<file path="src/rtl/seg_scan_display.sv">
// -----------------------------------------------------------------------------
// seg_scan_display
//   Time-multiplexed driver for an 8-digit seven-segment display. One tube is
//   lit per scan slot; every SCAN_DIV clocks the next slot's segments and its
//   one-hot tube select are loaded. Tubes 7..4 take segments from digit1,
//   tubes 3..0 from digit2. All outputs are registered.
//
// Parameters
//   SCAN_DIV   clk cycles per scan slot (>= 1)
//   BLINK_DIV  clk cycles per blink half-period (used only with SEG_BLINK_EN)
//
// Ports
//   clk         in   1   system clock
//   rst         in   1   asynchronous active-low reset
//   en          in   1   1 = display on, 0 = all tubes dark (slot keeps advancing)
//   time_data   in   32  time_data[4k+3:4k] = code for position k (k=0 rightmost)
//   dp_mask     in   8   dp_mask[k] lights the decimal point of position k
//   blink_mask  in   8   blink_mask[k] blinks position k (SEG_BLINK_EN only)
//   digit1      out  8   segments of tubes 7..4, {a,b,c,d,e,f,g,dp}, active-high
//   digit2      out  8   segments of tubes 3..0, same encoding
//   tube_sel    out  8   one-hot tube enable, active-high
//   frame_done  out  1   one-clk pulse in the cycle after slot 7 is loaded
//
// Configuration macro
//   SEG_BLINK_EN  builds the blink counter/phase; blinked positions are blanked
//                 (segments and dp) during phase 1 while tube_sel stays asserted.
// -----------------------------------------------------------------------------
module seg_scan_display #(
  parameter int unsigned SCAN_DIV  = 100_000,
  parameter int unsigned BLINK_DIV = 50_000_000
) (
  input  logic        clk,
  input  logic        rst,
  input  logic        en,
  input  logic [31:0] time_data,
  input  logic [7:0]  dp_mask,
  input  logic [7:0]  blink_mask,
  output logic [7:0]  digit1,
  output logic [7:0]  digit2,
  output logic [7:0]  tube_sel,
  output logic        frame_done
);

  localparam int unsigned PW = (SCAN_DIV > 1) ? $clog2(SCAN_DIV) : 1;

  logic [PW-1:0] presc_q, presc_d;
  logic [2:0]    slot_q, slot_d;
  logic [7:0]    digit1_q, digit1_d;
  logic [7:0]    digit2_q, digit2_d;
  logic [7:0]    tube_sel_q, tube_sel_d;
  logic          frame_done_q, frame_done_d;
  logic          tick;
  logic          blank;
  logic [3:0]    code;
  logic [7:0]    seg_byte;

  // Segment patterns {a,b,c,d,e,f,g,dp}; codes B..F are blank fillers.
  function automatic logic [7:0] seg7(input logic [3:0] c);
    case (c)
      4'h0:    seg7 = 8'hFC;
      4'h1:    seg7 = 8'h60;
      4'h2:    seg7 = 8'hDA;
      4'h3:    seg7 = 8'hF2;
      4'h4:    seg7 = 8'h66;
      4'h5:    seg7 = 8'hB6;
      4'h6:    seg7 = 8'hBE;
      4'h7:    seg7 = 8'hE0;
      4'h8:    seg7 = 8'hFE;
      4'h9:    seg7 = 8'hF6;
      4'hA:    seg7 = 8'h02;
      default: seg7 = 8'h00;
    endcase
  endfunction

  // Scan prescaler: with SCAN_DIV=1 the comparison against 0 is always true,
  // so tick fires every clock.
  assign tick    = (presc_q == PW'(SCAN_DIV - 1));
  assign presc_d = tick ? '0 : presc_q + 1'b1;
  assign slot_d  = tick ? slot_q + 3'd1 : slot_q;

`ifdef SEG_BLINK_EN
  localparam int unsigned BW = (BLINK_DIV > 1) ? $clog2(BLINK_DIV) : 1;

  logic [BW-1:0] blink_cnt_q, blink_cnt_d;
  logic          blink_phase_q, blink_phase_d;
  logic          blink_wrap;

  // Free-running regardless of en, so blink timing never depends on display state.
  assign blink_wrap    = (blink_cnt_q == BW'(BLINK_DIV - 1));
  assign blink_cnt_d   = blink_wrap ? '0 : blink_cnt_q + 1'b1;
  assign blink_phase_d = blink_wrap ? ~blink_phase_q : blink_phase_q;
  assign blank         = blink_phase_q & blink_mask[slot_q];

  always_ff @(posedge clk or negedge rst) begin
    if (!rst) begin
      blink_cnt_q   <= '0;
      blink_phase_q <= 1'b0;
    end else begin
      blink_cnt_q   <= blink_cnt_d;
      blink_phase_q <= blink_phase_d;
    end
  end
`else
  logic unused_blink_mask;
  assign unused_blink_mask = ^blink_mask;
  assign blank             = 1'b0;
`endif

  assign code     = time_data[{slot_q, 2'b00} +: 4];
  assign seg_byte = blank ? 8'h00 : (seg7(code) | {7'b0, dp_mask[slot_q]});

  always_comb begin
    // NOTE: every output of this block gets a default first; a path that left
    // one unassigned would infer a latch.
    digit1_d     = digit1_q;
    digit2_d     = digit2_q;
    tube_sel_d   = tube_sel_q;
    frame_done_d = 1'b0;
    if (tick) begin
      frame_done_d = (slot_q == 3'd7);
      tube_sel_d   = 8'h00;
      digit1_d     = 8'h00;
      digit2_d     = 8'h00;
      if (en) begin
        tube_sel_d = 8'h01 << slot_q;
        // Slot MSB selects the group: slots 4..7 drive digit1.
        if (slot_q[2]) digit1_d = seg_byte;
        else           digit2_d = seg_byte;
      end
    end
  end

  always_ff @(posedge clk or negedge rst) begin
    if (!rst) begin
      presc_q      <= '0;
      slot_q       <= 3'd0;
      digit1_q     <= 8'h00;
      digit2_q     <= 8'h00;
      tube_sel_q   <= 8'h00;
      frame_done_q <= 1'b0;
    end else begin
      // NOTE: non-blocking assignments so every register samples pre-edge values.
      presc_q      <= presc_d;
      slot_q       <= slot_d;
      digit1_q     <= digit1_d;
      digit2_q     <= digit2_d;
      tube_sel_q   <= tube_sel_d;
      frame_done_q <= frame_done_d;
    end
  end

  assign digit1     = digit1_q;
  assign digit2     = digit2_q;
  assign tube_sel   = tube_sel_q;
  assign frame_done = frame_done_q;

endmodule

</file>
<file path="config.mk">
export PLATFORM = sky130hd
export DESIGN_NAME = seg_scan_display
export DESIGN_NICKNAME = d
export VERILOG_FILES = /design/src/rtl/seg_scan_display.sv
export SDC_FILE = /design/constraint.sdc
export NUM_CORES = 1
export LEC_CHECK = 0
export ABC_AREA = 1
export CORE_UTILIZATION = 52
export CTS_CLUSTER_SIZE = 24
export DETAILED_ROUTE_END_ITERATION = 10
export PLACE_DENSITY = 0.83
export SETUP_SLACK_MARGIN = 0.1
export SLEW_MARGIN = 20
export SYNTH_ARGS = -nofsm -noshare
export SYNTH_HDL_FRONTEND = slang
export SYNTH_SLANG_ARGS = --single-unit
</file>
<file path="constraint.sdc">
create_clock -name clk -period 3.9 [get_ports clk]
set_input_delay 0.78 -clock clk [delete_from_list [all_inputs] [get_ports clk]]
set_output_delay 0.78 -clock clk [all_outputs]
set_load 0.02 [all_outputs]
</file>
==> metrics, run 1 <==
run status=finished, final reports clean; Routed WL=6.10 mm; Critical Path AT=2.73 ns; number of port buffers=67; crit-path max FO=24; Achievable Freq=395 MHz; share of cells above drive strength 1=7.88%; Slowest cell on crit path=dfrtp_1; row cnt=25; H-tree Lvls=2; Leak Pwr=1.66 nW; die area=5520 sq um; Final period util=64.9%; CTS tree=done; Seq/Total Area, Yosys=41.4%; post-DR vias/cell=5.17; most used cell, CP=nand2_1; Rel. slew slack=49.6%; flops & latches, synth=45; crit path kind=reg2reg; Core Util, Final=71.4%; worst r2r src=slot_q[0]; critical path's largest stage delay=0.84 ns; Top-Level Pins=76; Setup-failing EPs final=0; HP Class=in2async; initial antenna violation count=0; CTS buffer count=5; CTS max path bufs=2; Mapped Avg Cell Area=7.68 sq um; Int Power=0.640 mW; clock sink count=45; worst slew pin tran=0.756 ns; vias in the first global route=2505; synthesis-to-layout area growth=28.1%; CORE AREA=4880 sq um; Syn Nets=417; crit path cell chain=inv_2 -> nand2_1 -> nand2_1 -> nand2_1 -> nand3_1 -> nand2_1 -> ha_1 -> nand3_1 -> nand3_1 -> nand3_1 -> nand2_1; CP Launch Type=flop; family with the most delay on the worst path=simple AND/OR/NAND/NOR gates; initial core utilization=55.7%; DR vias=2515; Worst R2R Setup Slack=1.37 ns; Layout fillers=406; clock share of power=34.1%; Reg-to-Reg End=digit2[4]; first-pass GRT wire length=10.7 mm; endpoints failing hold=0; synth unique cells=33; Required @ worst endpoint=4.10 ns; Routed Antenna Nets=0; post-CTS sizing=0; Layout Nets=481; post-DP HPWL=4.62 mm; WL/cell=12.6 um; worst hold slack=0.459 ns; Residual DRC=0; synthesized area=2720 sq um; Max Cap Viol=0; min Tclk post-route=2.53 ns; Ys Warns=0; Worst-path clk slew=0.08 ns; max-slew violation count=0; Mapped Cells=354; Logic pwr share=10.5%; cts hold-fix bufs=0; postcts setup bufs=0; Switch Pwr=0.201 mW; TNS Setup=0 ns; CP bufs+invs=1; largest net degree at the start of global routing=46; RSZ-0062 raised after global routing=no; Antenna Cells=0; Vert. Die Dim=74.3 um; Placer Congestion=0.836; grt ovf=0; pwr/cell area=241 nW/um^2; Root Buffer=clkbuf_8; 1st-iter DRT viols=132; Pre-Repair DR Iteration Count=5; Seq pwr share=55.5%; worst-skew pair later-pin latency=0.30 ns; Net Sw Frac=23.9%; gr usage total=24.8%; clk_skew=0.00491 ns; CP endpoint kind=flop; peak supply drop=0.173 mV; Die X=74.3 um; Reg2Reg Depth=11
[synth_stat cells (all sizes together)]
cell      n  area [sq um]
nand2   110           435
ha       12           150
o211ai    1          7.51
nand4     5          31.3
buf       8          63.8
xnor2     1          8.76
nand3    48           280
nor4      1          6.26
nor2     27           109
nor3      9          77.6
a22o      1          8.76
dfrtp    45          1130
xor2      6          52.6
nand3b    1          7.51
and3      1          6.26
o21bai    1          7.51
nor3b     1          12.5
o21ai    19          95.1
clkbuf    2          7.51
a21oi     5          25.0
a32o      2          20.0
inv      48           180
[cell type report]
type	count	area, sq um	share of cell area, %
Timing Repair Buffer	67	668	19.2
Clock buffer	6	72.6	2.08
Sequential cell	45	1130	32.3
Inverter	48	180	5.17
Tap cell	67	83.8	2.41
Clock inverter	2	10.0	0.287
Multi-Input combinational cell	251	1340	38.5
[kinds of logic after synthesis]
group | share of synthesized area [%]
fa+ha+maj | 5.52
buf+inv | 9.25
flops | 41.4
xor+xnor | 2.25
compound gates | 6.03
simple gates | 35.5
[per-stage QoR]
stage / setup slack [ns] / total power [mW] / cells / area, sq um
detailed placement: 1.33 / 0.564 / 478 / 3400
CTS: 1.35 / 0.841 / 486 / 3480
finish: 1.37 / 0.840 / 486 / 3480
floorplan: 2.08 / 0.507 / 354 / 2720
global placement: 1.40 / 0.562 / 478 / 3400
global route: 1.14 / 0.868 / 486 / 3480
[cell usage in the layout, fill, tap and decap left out, drive strengths merged, types with 2 or more instances in the layout]
cell type	instances
nand2	110
clkdlybuf4s50	66
nand3	48
inv	48
dfrtp	45
nor2	27
o21ai	19
ha	12
nor3	9
xor2	6
clkbuf	6
nand4	5
a21oi	5
a32o	2
clkinv	2
[worst max-delay path by stage]
stage,end,cells after the start,startpoint
after floorplan,digit2[4],10,time_data[12]
after global placement,digit2[4],11,time_data[28]
after detailed placement,digit2[4],11,time_data[28]
after CTS,digit2[4],11,slot_q[0]
after global routing,digit2[2],13,slot_q[0]
final,digit2[4],11,slot_q[0]
[flip-flops by register name, summed over array words and instances, names as in the netlist]
| name | count |
|---|---|
| slot_q | 3 |
| frame_done | 1 |
| tube_sel | 8 |
| digit2 | 8 |
| presc_q | 17 |
| digit1 | 8 |
[power by group through the flow]
| stage | Combinational [mW] | Clock (mW) | Sequential, mW |
|---|---|---|---|
| 2_1_floorplan | 0.0315 | 0 | 0.476 |
| 3_3_place_gp | 0.0862 | 0 | 0.475 |
| 3_5_place_dp | 0.0884 | 0 | 0.475 |
| 4_1_cts | 0.0888 | 0.286 | 0.466 |
| 5_1_grt | 0.0985 | 0.303 | 0.466 |
| 6_report | 0.0881 | 0.286 | 0.466 |
[per-layer routing]
layer  global-route usage [%]  part of all wire (%)  vias to the layer above
li1                         -                     -                     1256
met1                     29.4                    42                     1162
met2                     44.4                    51                       86
met3                     5.96                   5.5                       11
met4                     7.97                   1.4                        0
met5                        0                     0                        -
Note: power is estimated with default switching activity, not from simulation.
==> run 2: changes to the inputs <==
- CORE_UTILIZATION: 52 -> 44
- PLACE_DENSITY: 0.83 -> 0.74
- clock period: 3.9 -> 2.1 ns (I/O delays scaled with it)
==> metrics, run 2 (same netlist as run 1, synthesis figures left out) <==
clock sink count=45; TNS Setup=0 ns; Placer Congestion=0.895; crit path kind=reg2reg; row cnt=28; Net Sw Frac=20.5%; Critical Path AT=1.99 ns; die area=6500 sq um; CTS tree=done; Leak Pwr=1.72 nW; share of cells above drive strength 1=10.3%; Top reg by flops=presc_q; Total Power=1.69 mW; RSZ-0062 raised after global routing=no; Top-Level Pins=76; postcts setup bufs=0; post-DP HPWL=4.50 mm; Max Cap Viol=0; CTS buffer count=5; Routed Antenna Nets=0; Antenna Cells=0; worst-skew pair later-pin latency=0.29 ns; 1st-iter DRT viols=64; endpoints failing hold=0; Routed WL=5.82 mm; Worst-path clk slew=0.08 ns; CTS max path bufs=2; met2 GRT Util=34.1%; worst slew pin tran=0.561 ns; most frequent cells in the layout=104 x nand2_1, 66 x clkdlybuf4s50_1, 45 x dfrtp_1; number of port buffers=67; CORE AREA=5960 sq um; initial core utilization=45.7%; Core Util, Final=60.5%; Rel. slew slack=62.6%; grt ovf=0; first-pass GRT wire length=10.1 mm; largest net degree at the start of global routing=46; initial antenna violation count=0; max-slew violation count=0; WL/cell=11.6 um; min Tclk post-route=1.80 ns; Final period util=85.6%; met1 Usage GRT=24.5%; CP endpoint kind=flop; Achievable Freq=557 MHz; HP Class=in2async; clk_skew=0.00769 ns; Pre-Repair DR Iteration Count=4; commonest non-fill, non-tap cell in the layout=nand2_1; Setup-failing EPs final=0; peak supply drop=0.499 mV; Required @ worst endpoint=2.29 ns; DP Worst Slack=-0.0147 ns; Die X=80.6 um; Most Crowded Layer GR=met2; clock share of power=39.2%; Seq pwr share=51.1%; Switch Pwr=0.347 mW; Logic pwr share=9.7%; Reg2Reg Depth=11; Root Buffer=clkbuf_8; vias in the first global route=2323; Largest register FFs=17; DR vias=2422; post-DR vias/cell=4.81; final cell count without fillers=504; Post-Place Cells=496; Int Power=1.35 mW; pwr/cell area=471 nW/um^2; Layout Nets=491; final worst slack=0.303 ns; Residual DRC=0; Vert. Die Dim=80.6 um; gr usage total=19.9%; CP Launch Type=flop; H-tree Lvls=2; run status=finished, final reports clean; M3 GR Usage=4.77%; crit-path max FO=15; synthesis-to-layout area growth=32.4%
==> run 2: area by class of cell <==
cell class	count	area, sq um
sequential	45	1130
inverter	48	180
fill	555	2350
multi-input combinational	251	1340
clock buffer	7	86.3
timing repair buffer	77	741
clock inverter	1	30.0
tap	75	93.8
==> run 2: final timing paths <==
path	from	endpoint	slack (ns)
min in group clk	presc_q[0]	presc_q[0]	0.47
max in group asynchronous	rst	digit2[6]	1.52
hold reg to reg	presc_q[0]	presc_q[0]	0.47
hold / removal	rst	presc_q[6]	0.20
setup reg to reg	slot_q[0]	digit1[4]	0.30
setup / recovery	slot_q[0]	digit1[4]	0.30
==> run 2: what timing repair did <==
| action | CTS | global route |
|---|---|---|
| endpoints found under the setup margin | 0 | 4 |
| resized for setup | 0 | 1 |
| hold buffers | 0 | 0 |
==> run 2: power by group through the flow <==
stage / logic (mW) / clock network (mW) / registers [mW]
3_3_place_gp: 0.164 / 0 / 0.883
2_1_floorplan: 0.0585 / 0 / 0.883
5_1_grt: 0.187 / 0.714 / 0.866
4_1_cts: 0.167 / 0.689 / 0.866
6_report: 0.165 / 0.664 / 0.866
3_5_place_dp: 0.166 / 0 / 0.883
==> run 2: metrics by stage <==
| step | hold WS (ns) | instance area (sq um) |
|---|---|---|
| 2_1_floorplan | 0.124 | 2720 |
| 3_3_place_gp | 0.448 | 3480 |
| 3_5_place_dp | 0.463 | 3480 |
| 4_1_cts | 0.217 | 3600 |
| 5_1_grt | 0.251 | 3600 |
| 6_report | 0.201 | 3600 |
==> run 2: critical path, stage by stage (launching register included) <==
cell and delay [ns]:
dfrtp_1 0.41, inv_2 0.21, nand2_1 0.08, nand2_1 0.06, nand2_1 0.05, nand3_1 0.07, nand2_1 0.13, ha_1 0.31
nand3_1 0.13, nand3_1 0.11, nand3_1 0.09, nand2_1 0.05
==> run 2: per-layer routing <==
metal / vias up / share of wire (%)
li1: 1278 / -
met2: 61 / 48
met3: 6 / 4.9
met4: 0 / 1.1
met5: - / 0
met1: 1077 / 46
